`config.mk`:
```
export PLATFORM = sky130hd
export DESIGN_NAME = iir_inverse_order2_serial
export DESIGN_NICKNAME = d
export VERILOG_FILES = /design/src/rtl/iir_inverse_order2_serial.sv
export SDC_FILE = /design/constraint.sdc
export NUM_CORES = 1
export LEC_CHECK = 0
export CAP_MARGIN = 15
export CORE_ASPECT_RATIO = 1.25
export CORE_MARGIN = 5
export CORE_UTILIZATION = 40
export DETAILED_ROUTE_END_ITERATION = 10
export PLACE_DENSITY = 0.66
export SETUP_SLACK_MARGIN = 0.5
export SYNTH_ARGS = -nofsm -noshare
export SYNTH_HDL_FRONTEND = slang
export SYNTH_SLANG_ARGS = --single-unit
```
`constraint.sdc`:
```
create_clock -name clk -period 10.9 [get_ports clk]
set_clock_uncertainty 0.1 [all_clocks]
set_input_delay 2.18 -clock clk [delete_from_list [all_inputs] [get_ports clk]]
set_output_delay 2.18 -clock clk [all_outputs]
set_load 0.02 [all_outputs]
```
`src/rtl/iir_inverse_order2_serial.sv`:
```
// ---------------------------------------------------------------------------
// iir_inverse_order2_serial
//
// Second-order inverse (equalising) IIR stage. It rebuilds the original sample
// stream from a biquad-filtered stream using precomputed inverse coefficients
// in direct form II:
//   w[n] = x[n] - c3*w[n-1] - c4*w[n-2]
//   y[n] = c0*w[n] + c1*w[n-1] + c2*w[n-2]
// One signed bitwidth x bitwidth multiplier is shared over five MAC steps
// (k = 0..4). A sample is accepted in IDLE, y appears 5 clocks after the
// accept edge and is held in OUT until the downstream takes it. The minimum
// cost is therefore 7 clocks per sample.
//
// Coefficients arrive as one packed parameter vector, so they are fixed at
// elaboration and no reset touches them. Slot i holds coefficient ci:
//   coeffs[i*bitwidth +: bitwidth], i = 0..4 -> c0, c1, c2 (ff), c3, c4 (fb).
// Coefficients use the Q format set by frac_bits (1.0 = 2**frac_bits).
//
// Build option:
//   IIR_INV_SAT_EN  defined   -> w and y saturate to the signed bitwidth range.
//                   undefined -> w and y keep their low bitwidth bits (wrap).
//
// Ports:
//   clk        clock; all logic uses the rising edge
//   rst        synchronous reset, active-high. It drops any in-flight sample
//              and clears the delay line.
//   in_valid   input sample valid
//   in_ready   block can accept a sample (high only in IDLE)
//   x          filtered input sample, signed
//   out_valid  y holds a result
//   out_ready  downstream accepts y
//   y          reconstructed sample, signed
// ---------------------------------------------------------------------------
module iir_inverse_order2_serial #(
  parameter int                    bitwidth  = 32,
  parameter int                    frac_bits = 20,
  parameter logic [5*bitwidth-1:0] coeffs    = (5*bitwidth)'(64'd1 << frac_bits)
) (
  input  logic                       clk,
  input  logic                       rst,
  input  logic                       in_valid,
  output logic                       in_ready,
  input  logic signed [bitwidth-1:0] x,
  output logic                       out_valid,
  input  logic                       out_ready,
  output logic signed [bitwidth-1:0] y
);

  // The accumulator has 3 guard bits above the full product width.
  localparam int AW = 2*bitwidth + 3;

  typedef enum logic [1:0] {S_IDLE, S_RUN, S_OUT} state_t;

  state_t                     state_q, state_d;
  logic [2:0]                 k_q, k_d;
  logic signed [AW-1:0]       acc_q, acc_d;
  logic signed [bitwidth-1:0] z1_q, z1_d, z2_q, z2_d;
  logic signed [bitwidth-1:0] w_q, w_d, y_q, y_d;
  logic                       out_valid_q, out_valid_d;

  logic signed [bitwidth-1:0]   coef, opnd;
  logic signed [2*bitwidth-1:0] prod;
  logic signed [AW-1:0]         prod_ext, sum, x_ext;
  logic signed [bitwidth-1:0]   fit_val;

  // Operand select for the shared multiplier. Each step pairs one coefficient
  // with the state word it weights. At k2, w_q already holds the value that
  // step k1 wrote.
  always_comb begin
    coef = '0;
    opnd = '0;
    case (k_q)
      3'd0: begin coef = coeffs[3*bitwidth +: bitwidth]; opnd = z1_q; end
      3'd1: begin coef = coeffs[4*bitwidth +: bitwidth]; opnd = z2_q; end
      3'd2: begin coef = coeffs[0*bitwidth +: bitwidth]; opnd = w_q;  end
      3'd3: begin coef = coeffs[1*bitwidth +: bitwidth]; opnd = z1_q; end
      3'd4: begin coef = coeffs[2*bitwidth +: bitwidth]; opnd = z2_q; end
      default: begin coef = '0; opnd = '0; end
    endcase
  end

  assign prod     = coef * opnd;
  assign prod_ext = AW'(prod);
  assign x_ext    = AW'(x) <<< frac_bits;

  // The feedback steps subtract, k2 starts a fresh sum, and the feed-forward
  // steps add.
  always_comb begin
    sum = acc_q + prod_ext;
    case (k_q)
      3'd0, 3'd1: sum = acc_q - prod_ext;
      3'd2:       sum = prod_ext;
      default:    sum = acc_q + prod_ext;
    endcase
  end

  // fit(): rescale the sum to sample width. The build option picks
  // saturation or wrap.
`ifdef IIR_INV_SAT_EN
  logic signed [AW-1:0] sum_sh;
  logic                 sum_ovf;
  assign sum_sh  = sum >>> frac_bits;
  // The value fits only if every bit above the sample's sign bit matches it.
  assign sum_ovf = (sum_sh[AW-1:bitwidth-1] != '0) && (sum_sh[AW-1:bitwidth-1] != '1);
  always_comb begin
    fit_val = sum_sh[bitwidth-1:0];
    if (sum_ovf) begin
      fit_val = sum_sh[AW-1] ? {1'b1, {(bitwidth-1){1'b0}}}
                             : {1'b0, {(bitwidth-1){1'b1}}};
    end
  end
`else
  assign fit_val = bitwidth'(sum >>> frac_bits);
`endif

  // Next-state and datapath control.
  always_comb begin
    state_d     = state_q;
    k_d         = k_q;
    acc_d       = acc_q;
    z1_d        = z1_q;
    z2_d        = z2_q;
    w_d         = w_q;
    y_d         = y_q;
    out_valid_d = out_valid_q;
    case (state_q)
      S_IDLE: begin
        if (in_valid) begin
          acc_d   = x_ext;
          k_d     = 3'd0;
          state_d = S_RUN;
        end
      end
      S_RUN: begin
        k_d = k_q + 3'd1;
        case (k_q)
          3'd1: w_d = fit_val;
          3'd4: begin
            // The delay line shifts only here. It is held through OUT and IDLE.
            y_d         = fit_val;
            z2_d        = z1_q;
            z1_d        = w_q;
            out_valid_d = 1'b1;
            k_d         = 3'd0;
            state_d     = S_OUT;
          end
          default: acc_d = sum;
        endcase
      end
      S_OUT: begin
        if (out_ready) begin
          out_valid_d = 1'b0;
          state_d     = S_IDLE;
        end
      end
      default: state_d = S_IDLE;
    endcase
  end

  always_ff @(posedge clk) begin
    if (rst) begin
      state_q     <= S_IDLE;
      k_q         <= '0;
      acc_q       <= '0;
      z1_q        <= '0;
      z2_q        <= '0;
      w_q         <= '0;
      y_q         <= '0;
      out_valid_q <= 1'b0;
    end else begin
      state_q     <= state_d;
      k_q         <= k_d;
      acc_q       <= acc_d;
      z1_q        <= z1_d;
      z2_q        <= z2_d;
      w_q         <= w_d;
      y_q         <= y_d;
      out_valid_q <= out_valid_d;
    end
  end

  assign in_ready  = (state_q == S_IDLE);
  assign out_valid = out_valid_q;
  assign y         = y_q;

endmodule
```
==> flow_metrics.py <==
metrics = {
    "outcome": {
        "status": "finished, final reports clean",
    },
    "global_route": {
        "gr-total-overflow": 0,
        "antenna_found_initial": 0,
        "grt_use_total": 0.228,
        "grt_pass1_wl_mm": 45.9,
        "grt_pass1_vias": 8409,
        "grt_max_degree": 90,
    },
    "worst_setup_path": {
        "r2r_slack_ns": 4.40,
        "path_common_cell": "ha_1",
        "cp_slowest_cell": "o41ai_1",
        "cp.arrival_ns": 6.74,
        "critPathTopFamily": "compound AO/OA/AOI/OAI gates",
        "crit_chain": "inv_1 > ha_1 > or2_4 > a221oi_1 > nor2_1 > inv_1 > ha_1 > or3b_2 > nand2_1 > xor2_1 > ha_1 > nand4_1 > a21oi_1 > nor3_1 > o41ai_1 > a221oi_1 > o311ai_0 > a21oi_1 > xnor2_1 > nor3_1 > o41ai_1",
        "critPathCaptureType": "flop",
        "cp_num_buf_inv": 2,
        "crit_type": "reg -> reg",
        "slowest_delay_ns": 0.83,
        "cp-start-kind": "flop",
        "crit_fanout": 31,
        "cp.required_ns": 11.14,
    },
    "clock_network": {
        "clock-root-buffer": "clkbuf_16",
        "clock-sinks": 166,
        "cts_buffers": 17,
        "cts_hold_buf": 0,
        "tritoncts": "done",
        "cts.path.max_buffers": 2,
        "clk_latency_ns": 0.44,
        "cts_resized": 0,
        "cts_setup_buffers": 0,
        "clkTransAtPathRegs_ns": 0.08,
        "htree_levels": 4,
    },
    "synth": {
        "synth_cells": 1209,
        "yosys.cell_types.count": 66,
        "post-synth-top-area-cell": "dfxtp_1",
        "netlist_area_sq_um": 9050,
        "async_reset_ff_frac": 0,
        "ys_seq_elements": 166,
        "yosys-top-cells-area": "dfxtp_1 37%, a21oi_1 9.6%, nand2_1 8.4%, nor2_1 6.6%, ha_1 5.1%",
        "ys_warn_count": 0,
        "synthFlopType": "dfxtp_1",
        "yosysTopAreaCellShare": 0.367,
        "synth_nets": 1282,
        "yosysMostFrequentCell": "nand2_1",
        "synth_edf_count": 0,
        "synthTopCellsByCount": "202 x nand2_1, 173 x a21oi_1, 166 x dfxtp_1, 159 x nor2_1, 73 x clkbuf_1",
        "yosysSeqAreaShare": 0.367,
        "syn_area_per_cell_sq_um": 7.49,
    },
    "layout": {
        "antenna_cells": 0,
        "final_util": 0.469,
        "area_growth_pct": 15.5,
        "fin_nets": 1294,
        "drive_gt1_frac": 0.0494,
        "stdcell_count": 1517,
    },
    "timing": {
        "holdWs_ns": 0.354,
        "finalMaxSlewViolations": 0,
        "fin_setup_tns_ns": 0,
        "relSlewSlack": 0.264,
        "worst_pin_slew_ns": 1.10,
        "rsz0062_at_grt": "no",
        "min_period_ns": 6.50,
        "setup_ws_ns": 4.40,
        "fmax_mhz": 154,
        "setup_viol": 0,
        "fin_crit_sh": 0.596,
        "hold_violations": 0,
    },
    "drt": {
        "remaining_drc_errors": 0,
        "avgRoutedWirePerCell_um": 19.0,
        "detail-route-antenna-nets": 0,
        "highest_layer": "met4",
        "dr.pass1.iters": 6,
        "met2WireLength_mm": 13.7,
        "vias": 8912,
        "drt_iter0_markers": 591,
        "vias_per_cell": 5.87,
        "routed_wl_mm": 28.8,
        "wl_met1_mm": 12.0,
        "route.met3.wl_mm": 1.66,
    },
    "floorplan": {
        "pin_count": 70,
        "rows": 61,
        "dieArea_sq_um": 25800,
        "start_util": 0.406,
        "die_x_um": 145,
        "die_h_um": 178,
        "fp.coreArea_sq_um": 22300,
    },
    "pwr": {
        "ir_drop_uv": 116,
        "leakage_nw": 3.57,
        "p_per_area_nw_per_um2": 162,
    },
    "placed_design": {
        "portBuffers": 69,
        "dp_cells": 1485,
        "gp_congestion": 0.941,
        "dpl_worst_slack_ns": 4.46,
        "hpwl_mm": 19.8,
    },
    "run": {
        "cap_violations": 0,
    },
    "min_path": {
        "hp-class": "reg -> reg",
    },
}
[power breakdown]
part | switching [mW] | internal [mW]
sequential | 0.0162 | 0.626
clock | 0.285 | 0.348
combinational | 0.268 | 0.147
total | 0.569 | 1.12
[worst reg2reg max path: cells and delay by family (launching register included)]
kind            cells  cell delay, ns
compound gates      7            2.73
simple gates        7            1.44
xor+xnor            2            0.31
fa+ha+maj           3            0.95
flops               1            0.55
buf+inv             2            0.31
[flip-flops by register name (all words and copies together), names as in the netlist]
signal	cells
w_q	32
z2_q	32
state_q	2
k_q	3
z1_q	32
acc_q	32
out_valid	1
y	32
[placed cells by master (no fill, tap or decap), types with 12 or more instances in the layout]
master and count:
a211oi_1 58, a21oi_1 173, a221oi_1 22, a31oi_1 19, clkbuf_16 17, clkdlybuf4s50_1 68, dfxtp_1 166, ha_1 37
inv_1 17, nand2_1 201, nand3_1 12, nor2_1 157, nor3_1 21, o21ai_0 63, xnor2_1 20, xor2_1 26
[cell families after synthesis]
group                    count (synthesis)  synth area share
adder cells (fa/ha/maj)                 37            0.0512
multiplexers                             1           0.00166
flip-flops                             166             0.367
AND/OR/NAND/NOR                        443             0.206
AO/OA/AOI/OAI                          413             0.285
XOR/XNOR                                46            0.0445
buffers and inverters                  103            0.0451
[path summary, 6_finish.rpt]
path	start	endpoint	cells after the start
worst max-delay path	k_q[2]$_SDFFE_PP0P_	acc_q[43]$_SDFFE_PP0P_	21
worst min-delay path	w_q[17]$_SDFFE_PP0P_	z1_q[17]$_SDFFE_PP0P_	2
worst max register to register	k_q[2]$_SDFFE_PP0P_	acc_q[43]$_SDFFE_PP0P_	21
worst min register to register	w_q[17]$_SDFFE_PP0P_	z1_q[17]$_SDFFE_PP0P_	2
[stage by stage]
stage	power, mW	instance area [sq um]
floorplan	0.936	9050
global placement	1.06	9850
detailed placement	1.06	9850
CTS	1.69	10500
global route	1.76	10500
finish	1.69	10500
[layout make-up]
class | instances | area (sq um)
sequential | 166 | 3320
inverter | 17 | 63.8
clock buffer | 17 | 425
timing repair buffer | 79 | 763
fill | 2271 | 11800
clock inverter | 15 | 184
multi-input combinational | 940 | 5340
tap | 283 | 354
[metal layers]
| layer | vias to the layer above | track usage |
|---|---|---|
| met1 | 4182 | 0.291 |
| met4 | 0 | 0.124 |
| met5 | - | 0 |
| met2 | 325 | 0.368 |
| met3 | 85 | 0.0335 |
| li1 | 4320 | - |
No activity file was read; power rests on OpenSTA's default activity.
